`src/rtl/s_mem_arb_pkg.sv`:
```
// -----------------------------------------------------------------------------
// s_mem_arb_pkg
// Shared definitions for the single-port memory arbiter:
//   - state_e            : arbiter FSM states (IDLE = no owner, OWNED = one owner)
//   - DEFAULT_DATA_WIDTH : default address/data width of the shared RAM
//   - DEFAULT_N_REQ      : default number of requesters (init, KSA, PRGA)
// -----------------------------------------------------------------------------
package s_mem_arb_pkg;

  localparam int DEFAULT_DATA_WIDTH = 8;
  localparam int DEFAULT_N_REQ      = 3;

  typedef enum logic {
    IDLE  = 1'b0,
    OWNED = 1'b1
  } state_e;

endpackage

```
`src/rtl/s_mem_arbiter_arb_pick.sv`:
```
// -----------------------------------------------------------------------------
// arb_pick
// Combinational winner selection. Scans the request vector starting at
// start_i and wrapping modulo N_REQ; the first requester found wins.
// Ports:
//   req_i   [N_REQ-1:0] : request vector
//   start_i [IDX_W-1:0] : index where the search begins (must be < N_REQ)
//   win_o   [N_REQ-1:0] : one-hot winner, zero when req_i is zero
// -----------------------------------------------------------------------------
module arb_pick #(
  parameter  int N_REQ = 3,
  localparam int IDX_W = (N_REQ > 1) ? $clog2(N_REQ) : 1
) (
  input  logic [N_REQ-1:0] req_i,
  input  logic [IDX_W-1:0] start_i,
  output logic [N_REQ-1:0] win_o
);

  // Walk from the farthest offset back to the nearest so that the nearest
  // requesting index is the last (and therefore surviving) assignment.
  always_comb begin
    int idx;
    // NOTE: every combinational output gets a default first; otherwise a
    // path that skips the assignment would infer a latch.
    win_o = '0;
    for (int off = N_REQ - 1; off >= 0; off--) begin
      idx = int'(start_i) + off;
      if (idx >= N_REQ) idx = idx - N_REQ;
      if (req_i[idx]) begin
        win_o      = '0;
        win_o[idx] = 1'b1;
      end
    end
  end

endmodule

```
`src/rtl/s_mem_arbiter.sv`:
```
// -----------------------------------------------------------------------------
// s_mem_arbiter
// Shares one single-port on-chip RAM (1-cycle read latency) between N_REQ
// requesters. An owner keeps the RAM for as long as it holds its req high;
// on release there is always exactly one idle turnaround cycle before the
// next grant.
//
// Configuration:
//   MEM_ARB_RR_EN defined   : round-robin, search starts after last grantee
//   MEM_ARB_RR_EN undefined : fixed priority, lowest index wins
//
// Ports:
//   clk, rst             : clock, synchronous active-high reset
//   req      [N]         : per-requester request, held for the whole tenure
//   gnt      [N]         : registered one-hot-or-zero grant
//   m_addr   [N*DW]      : per-requester address, requester i at [i*DW +: DW]
//   m_data   [N*DW]      : per-requester write data, packed like m_addr
//   m_wren   [N]         : per-requester write enable
//   m_q      [DW]        : RAM read data broadcast to all requesters
//   m_rvalid [N]         : m_q valid for requester i (registered pulse)
//   mem_address/mem_data/mem_wren/mem_q : RAM port
// -----------------------------------------------------------------------------
module s_mem_arbiter
  import s_mem_arb_pkg::*;
#(
  parameter int DATA_WIDTH = DEFAULT_DATA_WIDTH,
  parameter int N_REQ      = DEFAULT_N_REQ
) (
  input  logic                        clk,
  input  logic                        rst,
  input  logic [N_REQ-1:0]            req,
  output logic [N_REQ-1:0]            gnt,
  input  logic [N_REQ*DATA_WIDTH-1:0] m_addr,
  input  logic [N_REQ*DATA_WIDTH-1:0] m_data,
  input  logic [N_REQ-1:0]            m_wren,
  output logic [DATA_WIDTH-1:0]       m_q,
  output logic [N_REQ-1:0]            m_rvalid,
  output logic [DATA_WIDTH-1:0]       mem_address,
  output logic [DATA_WIDTH-1:0]       mem_data,
  output logic                        mem_wren,
  input  logic [DATA_WIDTH-1:0]       mem_q
);

  localparam int IDX_W = (N_REQ > 1) ? $clog2(N_REQ) : 1;

  state_e           state_q;
  logic [N_REQ-1:0] gnt_q;
  logic [N_REQ-1:0] rvalid_q;
  logic [N_REQ-1:0] win;
  logic [IDX_W-1:0] start_idx;
  logic             owner_req;

`ifdef MEM_ARB_RR_EN
  logic [IDX_W-1:0] ptr_q;
  logic [IDX_W-1:0] ptr_d;

  // Search begins one past the last grantee; pointer resets to 0, so the
  // first search after reset begins at index 1.
  always_comb begin
    start_idx = (ptr_q == IDX_W'(N_REQ - 1)) ? '0 : ptr_q + 1'b1;
    ptr_d     = ptr_q;
    for (int i = 0; i < N_REQ; i++) begin
      if (win[i]) ptr_d = IDX_W'(i);
    end
  end
`else
  assign start_idx = '0;
`endif

  arb_pick #(
    .N_REQ (N_REQ)
  ) u_arb_pick (
    .req_i   (req),
    .start_i (start_idx),
    .win_o   (win)
  );

  // Owner still holding its request (gnt_q is one-hot or zero).
  assign owner_req = |(gnt_q & req);

  // NOTE: sequential state is updated with non-blocking assignments only so
  // every register samples pre-edge values, independent of statement order.
  always_ff @(posedge clk) begin
    if (rst) begin
      state_q  <= IDLE;
      gnt_q    <= '0;
      rvalid_q <= '0;
`ifdef MEM_ARB_RR_EN
      ptr_q    <= '0;
`endif
    end else begin
      // A read accepted this cycle returns data next cycle, even if the
      // owner releases now (the pulse lands in the turnaround cycle).
      rvalid_q <= gnt_q & req & ~m_wren;
      unique case (state_q)
        IDLE: begin
          if (|req) begin
            gnt_q   <= win;
            state_q <= OWNED;
`ifdef MEM_ARB_RR_EN
            ptr_q   <= ptr_d;
`endif
          end
        end
        OWNED: begin
          // Other requests are ignored; release always passes through IDLE.
          if (!owner_req) begin
            gnt_q   <= '0;
            state_q <= IDLE;
          end
        end
        default: begin
          gnt_q   <= '0;
          state_q <= IDLE;
        end
      endcase
    end
  end

  // RAM port mux: everything is zero while nobody holds the grant, which
  // also truncates a write burst as soon as reset clears gnt.
  always_comb begin
    mem_address = '0;
    mem_data    = '0;
    mem_wren    = 1'b0;
    for (int i = 0; i < N_REQ; i++) begin
      if (gnt_q[i]) begin
        mem_address = m_addr[i*DATA_WIDTH +: DATA_WIDTH];
        mem_data    = m_data[i*DATA_WIDTH +: DATA_WIDTH];
        mem_wren    = req[i] & m_wren[i];
      end
    end
  end

  assign m_q      = mem_q;
  assign gnt      = gnt_q;
  assign m_rvalid = rvalid_q;

endmodule

```
`config.mk`:
```
export PLATFORM = sky130hd
export DESIGN_NAME = s_mem_arbiter
export DESIGN_NICKNAME = d
export VERILOG_FILES = /design/src/rtl/s_mem_arb_pkg.sv /design/src/rtl/s_mem_arbiter_arb_pick.sv /design/src/rtl/s_mem_arbiter.sv
export SDC_FILE = /design/constraint.sdc
export NUM_CORES = 1
export LEC_CHECK = 0
export CAP_MARGIN = 20
export CORE_MARGIN = 4
export CORE_UTILIZATION = 28
export DETAILED_ROUTE_END_ITERATION = 8
export GPL_TIMING_DRIVEN = 0
export PLACE_DENSITY = 0.87
export SYNTH_ARGS = -nofsm -noshare
export SYNTH_HDL_FRONTEND = slang
export SYNTH_SLANG_ARGS = --single-unit
```
`constraint.sdc`:
```
create_clock -name clk -period 3.06 [get_ports clk]
set_clock_uncertainty 0.2 [all_clocks]
set_input_delay 0.918 -clock clk [delete_from_list [all_inputs] [get_ports clk]]
set_output_delay 0.918 -clock clk [all_outputs]
set_load 0.03 [all_outputs]
```
==> results by group, run 1 <==
Floorplan
  – Die width: 60.2 um
  – Chip height: 60.2 um
  – Core Region: 2540 um2
  – Row cnt: 18
  – Initial Util: 29.9%
  – Number of placed I/O pins: 95
  – Area of the die: 3620 um2

Final layout
  – Final Net Count: 256
  – Syn-to-layout area delta: 115%
  – Fill cells: 219
  – Share of layout cells above drive strength 1: 25.7%
  – Non-Filler Instances: 221
  – Ant diodes: 0

Worst setup path
  – CP max stage cell: clkdlybuf4s50_1
  – Endpoint type of the worst setup path: output pin
  – Crit Path Class: input pin to output pin
  – WP data arrival: 1940 ps
  – Crit Path Max Fanout: 1
  – WP buf/inv: 2
  – Slowest cell delay on critical path: 480 ps
  – Req. time, crit path: 1940 ps
  – Crit-path cells: clkdlybuf4s50_1, a22oi_2, o21ai_1, clkdlybuf4s15_2
  – Startpoint types: input pin
  – Top delay family on crit path: buffers and inverters

Synthesis
  – Yosys top cell by area: dfxtp_1
  – Largest family of logic cells by synthesized area: compound AO/OA/AOI/OAI gates
  – Main synth FF type: dfxtp_1
  – Syn Nets: 165
  – Most common cell in the netlist: nand2_1
  – Synth Instances: 101
  – Top post-synthesis cells by count: nand2_1, a22oi_2, buf_4
  – Post-synthesis xor/xnor area fraction: 0%
  – Synth Cell Area: 762 um2
  – Netlist cell types: 27
  – Top-area cell type share of the netlist area: 18.4%
  – Simple-gate share of the synthesized area: 21.7%
  – Number of synthesized register bits: 7
  – Number of flops mapped to enable cells by yosys: 0
  – Mux cell area share after synthesis: 0%
  – Seq/Total Area, Yosys: 18.4%
  – Largest cells by area after synthesis: dfxtp_1, a22oi_2, buf_4
  – Post-Synth Adder-Cell Area: 0%
  – Synth Area in Compound Gates: 43.0%
  – Synth warnings: 0
  – Syn_area_per_cell: 7.54 um2
  – Share of flip-flops with an asynchronous set or reset: 0%

Power
  – Leak pwr: 0.633 nW
  – Peak VDD IR: 0.000191 V
  – Tot Pwr: 0.419 mW
  – Power Density: 256 nW/um2

Clocking
  – CTS Root Cell: clkbuf_4
  – Clock-pin slew on the worst setup and hold paths: 50 ps
  – CTS buffer count: 3
  – CTS sink cnt: 7
  – Maximum clock path buffer count: 2
  – Skew-Pair Late Insertion Delay: 250 ps
  – CTS H-tree lvls: 1
  – Post-CTS Setup Inserts: 0
  – CTS tree: done

Global route
  – Final global-route overflow total: 0
  – Total GRT Usage: 19.4%
  – Largest net degree at the start of global routing: 11
  – Vias in the first global route: 1247
  – Initial antenna violation count: 0
  – First-pass GRT wire length: 5320 um

Timing
  – Slew of the pin with the lowest slew margin: 460 ps
  – Slew HR: 69.3%
  – Final period utilization: 100%
  – Tmin final: 3060 ps
  – Pins Over Slew Limit: 0
  – Hold Violations, Final: 0
  – RSZ-0062 raised after global routing: false
  – Post-Route Setup TNS: -0.671 ps
  – Final WS setup: -0.671 ps
  – Max frequency: 327 MHz
  – Setup Viol. Count Final: 1

Worst hold path
  – Hold crit path type: flop to flop

Detailed routing
  – Final ANT Viol Nets: 0
  – DRT Wirelength: 3470 um
  – Vias: 1132
  – First-pass DRT Iterations: 4
  – # DRC: 0
  – DR WL/cell: 15.7 um
  – DR iter-0 viols: 32
  – Via density: 5.12

Placed design
  – HPWL Detailed: 2830 um
  – IO Port Bufs: 86
  – Post-Place Worst Slack: -701 ps
  – Post-Place Cells: 217
  – Routability cong.: 0.777

Run status
  – Failing checks: negative setup slack
  – Status: finished, violations left

Flow run
  – Max Cap Viol: 0
cells by family after synthesis:
| group | Yosys count |
|---|---|
| AOI/OAI and AO/OA | 43 |
| and+or+nand+nor | 34 |
| buffers and inverters | 17 |
| DFF | 7 |
worst reg2reg max path, stage by stage, from the launching register on:
cell and delay [ps]:
dfxtp_1 330, buf_2 190, a222oi_1 320, nand3b_1 170, a21oi_1 70
report_power, final:
part / leakage, nW / internal (mW) / switching (mW)
Combinational: 0.560 / 0.124 / 0.116
Sequential: 0.0572 / 0.0951 / 0.00359
Clock: 0.0150 / 0.0496 / 0.0318
what timing repair did:
item / CTS / global route
setup endpoints to repair: 17 / 11
hold buffers: 0 / 0
resized for setup: 66 / 22
gates cloned: 0 / 0
registers in the layout (all words and copies together), names as in the netlist:
name,count
m_rvalid,3
gnt,3
state_q,1
per-stage QoR:
step / hold WS (ps) / util (%) / instance area [um2]
floorplan: 360 / - / 762
global placement: 307 / 65.2 / 1660
detailed placement: 318 / 65.2 / 1660
CTS: 328 / 66.6 / 1700
global route: 360 / 64.4 / 1640
finish: 338 / 64.4 / 1640
area by class of cell:
cell class | instances | area [um2] | share of cell area (%)
plain buffers | 17 | 129 | 7.87
clock buffers | 4 | 26.3 | 1.60
well taps | 30 | 37.5 | 2.29
repair buffers | 86 | 812 | 49.6
multi-input cells | 77 | 493 | 30.1
flip-flops and latches | 7 | 140 | 8.56
final timing paths:
| kind | startpoint | end | slack (ps) | cells after the start |
|---|---|---|---|---|
| min reg2reg | gnt[0] | m_rvalid[0] | 340 | 2 |
| min | gnt[0] | m_rvalid[0] | 340 | 2 |
| max reg2reg | gnt[2] | gnt[1] | 1650 | 4 |
| max | m_addr[11] | mem_address[3] | -0.7 | 4 |
cell usage in the layout, fill, tap and decap left out:
cell type	Yosys	routed
a211oi_1	1	1
a21o_1	1	1
a21oi_1	4	4
a222oi_1	1	1
a22oi_1	6	6
a22oi_2	10	10
a31oi_1	1	1
and4b_1	1	1
buf_12	1	1
buf_2	3	14
buf_4	10	11
buf_6	1	1
clkbuf_1	2	3
clkbuf_4	0	3
clkdlybuf4s15_2	0	5
clkdlybuf4s50_1	0	65
dfxtp_1	7	7
dlygate4sd2_1	0	2
dlymetal6s2s_1	0	2
nand2_1	20	20
nand2b_1	1	1
nand3_1	1	1
nand3b_1	2	2
nor2_1	1	1
nor2b_1	1	1
nor2b_2	1	1
nor3_1	4	4
nor4_1	1	1
nor4b_1	1	1
o21ai_0	9	8
o21ai_1	7	8
o21ai_2	3	3
layer usage:
| layer | wire length [um] | GRT usage [%] | vias up | share of wire [%] |
|---|---|---|---|---|
| met5 | 0 | 0 | - | 0 |
| met4 | 76 | 6.65 | 0 | 2.2 |
| met3 | 290 | 5.18 | 10 | 8.4 |
| met2 | 1890 | 40.1 | 53 | 54 |
| met1 | 1210 | 17.4 | 526 | 35 |
| li1 | - | - | 543 | - |
Note: power is estimated with default switching activity, not from simulation.
==> run 2: changes to the inputs <==
- CORE_UTILIZATION: 28 -> 26
- MAX_ROUTING_LAYER: unset -> met4
- PLACE_DENSITY: 0.87 -> 0.82
- clock period: 3.06 -> 3.12 ns (I/O delays scaled with it)
==> run 2 against run 1 <==
  * The flow now finishes without violations
  * Final area grew 1.5%
  * Critical path depth is the same
  * Wire length fell by 6.6%
  * Worst setup slack better by 41 ps
  * Core utilization is 4.6 points lower
  * First-iteration DRC count is 50% higher
  * Sequential power down 2.3%
  * Largest cell class unchanged
  * Largest power group unchanged
  * Highest routed layer unchanged
==> results by group, run 2 (synthesis results as in run 1) <==
Run status
  – Status: finished, final reports clean (was finished, violations left)

Timing
  – Hold WS: 342 ps (was 338 ps)
  – Post-Route Setup TNS: 0 ps (was -0.671 ps)
  – Slew HR: 69.3% (about the same)
  – Final period utilization: 98.7%
  – Hold Violations, Final: 0 (unchanged)
  – Tmin final: 3080 ps
  – Max frequency: 325 MHz
  – RSZ-0062 raised after global routing: false (unchanged)
  – Pins Over Slew Limit: 0 (unchanged)
  – Slew of the pin with the lowest slew margin: 461 ps (was 460 ps)
  – Setup Viol. Count Final: 0 (was 1)

Final layout
  – Ant diodes: 0 (unchanged)
  – Commonest non-fill, non-tap cell in the layout: clkdlybuf4s50_1 (unchanged)
  – Share of layout cells above drive strength 1: 25.7% (unchanged)
  – Fill cells: 267 (was 219)
  – Multi-input combinational cell area: 493 um2 (unchanged)
  – Core occupancy in the finished layout: 59.7% (was 64.4%)
  – Most frequent cells in the layout: clkdlybuf4s50_1, nand2_1, buf_4 (was clkdlybuf4s50_1, nand2_1, buf_2)
  – Syn-to-layout area delta: 118% (was 115%)
  – Final Net Count: 256 (unchanged)
  – Reg area: 140 um2 (unchanged)

Floorplan
  – Area of the die: 3860 um2 (was 3620 um2)
  – Initial Util: 27.4% (was 29.9%)
  – Number of placed I/O pins: 95 (unchanged)
  – Row cnt: 19 (was 18)
  – Die width: 62.1 um (was 60.2 um)
  – Core Region: 2780 um2 (was 2540 um2)
  – Chip height: 62.1 um (was 60.2 um)

Detailed routing
  – # DRC: 0 (unchanged)
  – DR WL/cell: 14.6 um (was 15.7 um)
  – Vias: 1135 (was 1132)
  – Final ANT Viol Nets: 0 (unchanged)
  – DR iter-0 viols: 48 (was 32)
  – First-pass DRT Iterations: 5 (was 4)
  – Via density: 5.11 (was 5.12)
  – DRT Wirelength: 3240 um (was 3470 um)

Global route
  – Initial antenna violation count: 0 (unchanged)
  – Largest net degree at the start of global routing: 11 (unchanged)
  – Final global-route overflow total: 0 (unchanged)
  – First-pass GRT wire length: 5310 um (was 5320 um)
  – Total GRT Usage: 16.9% (was 19.4%)
  – Vias in the first global route: 1125 (was 1247)

Power
  – Peak VDD IR: 0.000154 V (was 0.000191 V)
  – Leak pwr: 0.635 nW (was 0.633 nW)
  – Power Density: 249 nW/um2 (was 256 nW/um2)

Clocking
  – CTS tree: done (unchanged)
  – Skew-Pair Late Insertion Delay: 250 ps (about the same)
  – Post-CTS Setup Inserts: 0 (unchanged)
  – CTS H-tree lvls: 1 (unchanged)
  – CTS sink cnt: 7 (unchanged)
  – CTS buffer count: 3 (unchanged)
  – CTS Root Cell: clkbuf_4 (unchanged)
  – Maximum clock path buffer count: 2 (unchanged)
  – Clock-pin slew on the worst setup and hold paths: 50 ps (about the same)

Worst hold path
  – Hold crit path type: flop to flop (unchanged)

Worst setup path
  – Crit-path cells: clkdlybuf4s50_1, a22oi_1, o21ai_0, clkdlybuf4s15_2 (was clkdlybuf4s50_1, a22oi_2, o21ai_1, clkdlybuf4s15_2)
  – WP buf/inv: 2 (unchanged)
  – Req. time, crit path: 1980 ps (was 1940 ps)
  – Endpoint type of the worst setup path: output pin (unchanged)
  – WP data arrival: 1940 ps (about the same)
  – Crit Path Class: input pin to output pin (unchanged)
  – Top delay family on crit path: buffers and inverters (unchanged)
  – Slowest cell delay on critical path: 460 ps (was 480 ps)
  – Startpoint types: input pin (unchanged)
  – CP max stage cell: clkdlybuf4s50_1 (unchanged)
  – Crit Path Max Fanout: 1 (unchanged)

Placed design
  – Routability cong.: 0.794 (was 0.777)
  – HPWL Detailed: 2650 um (was 2830 um)
  – IO Port Bufs: 86 (unchanged)

Flow run
  – Max Cap Viol: 0 (unchanged)
run 2: changes by cell type in the layout (fill, tap and decap cells not counted), sizes merged:
cell / change
buf: -6
clkbuf: +3
clkdlybuf4s15: +3
dlygate4sd2: -1
dlymetal6s2s: +1
run 2: report_power, final:
| part | internal (mW) | switching [mW] | total [mW] |
|---|---|---|---|
| registers | 0.0930 | 0.00340 | 0.0964 |
| logic | 0.123 | 0.110 | 0.233 |
| clock network | 0.0489 | 0.0354 | 0.0843 |
run 2: what timing repair did:
action	CTS	global route
resized for setup	60	16
hold buffers	0	0
pin swaps	0	1
gates cloned	0	0
setup endpoints to repair	17	9
run 2: final cells by class:
cell class	instances	area share [%]
flip-flops and latches	7	8.43
clock buffers	4	1.58
multi-input cells	77	29.7
well taps	31	2.33
repair buffers	86	50.2
plain buffers	17	7.76
run 2: worst paths after layout:
| check | startpoint | end | slack, ps | depth (start not counted) |
|---|---|---|---|---|
| setup reg to reg | gnt[2] | gnt[2] | 1750 | 4 |
| hold / removal | gnt[0] | m_rvalid[0] | 340 | 2 |
| hold reg to reg | gnt[0] | m_rvalid[0] | 340 | 2 |
| setup / recovery | m_data[9] | mem_data[1] | 40 | 4 |
run 2: metrics by stage:
| step | std cells | instance area [um2] | total power, mW | worst slack (ps) |
|---|---|---|---|---|
| CTS | 222 | 1700 | 0.426 | 6.23 |
| floorplan | 101 | 762 | 0.210 | 153 |
| detailed placement | 218 | 1660 | 0.344 | -658 |
| global route | 222 | 1660 | 0.442 | 5.73 |
| finish | 222 | 1660 | 0.414 | 40.6 |
| global placement | 218 | 1660 | 0.340 | -663 |
run 2: worst reg2reg max path, stage by stage (launching register included):
cell      delay [ps]
dfxtp_1          320
buf_2            180
a222oi_1         320
nand3b_1         160
a21oi_1           60
run 2: routing by layer:
metal	global-route usage [%]	up-vias	part of all wire (%)
met5	-	-	0
met4	8.67	0	3.3
met3	1.80	12	6.8
met2	29.1	75	53
met1	19.1	504	37
li1	-	544	-
==> run 3: changes to the inputs <==
- CTS_CLUSTER_DIAMETER: unset -> 200
==> results of run 3 <==
Final layout, timing and power as in run 2 (identical DEF).
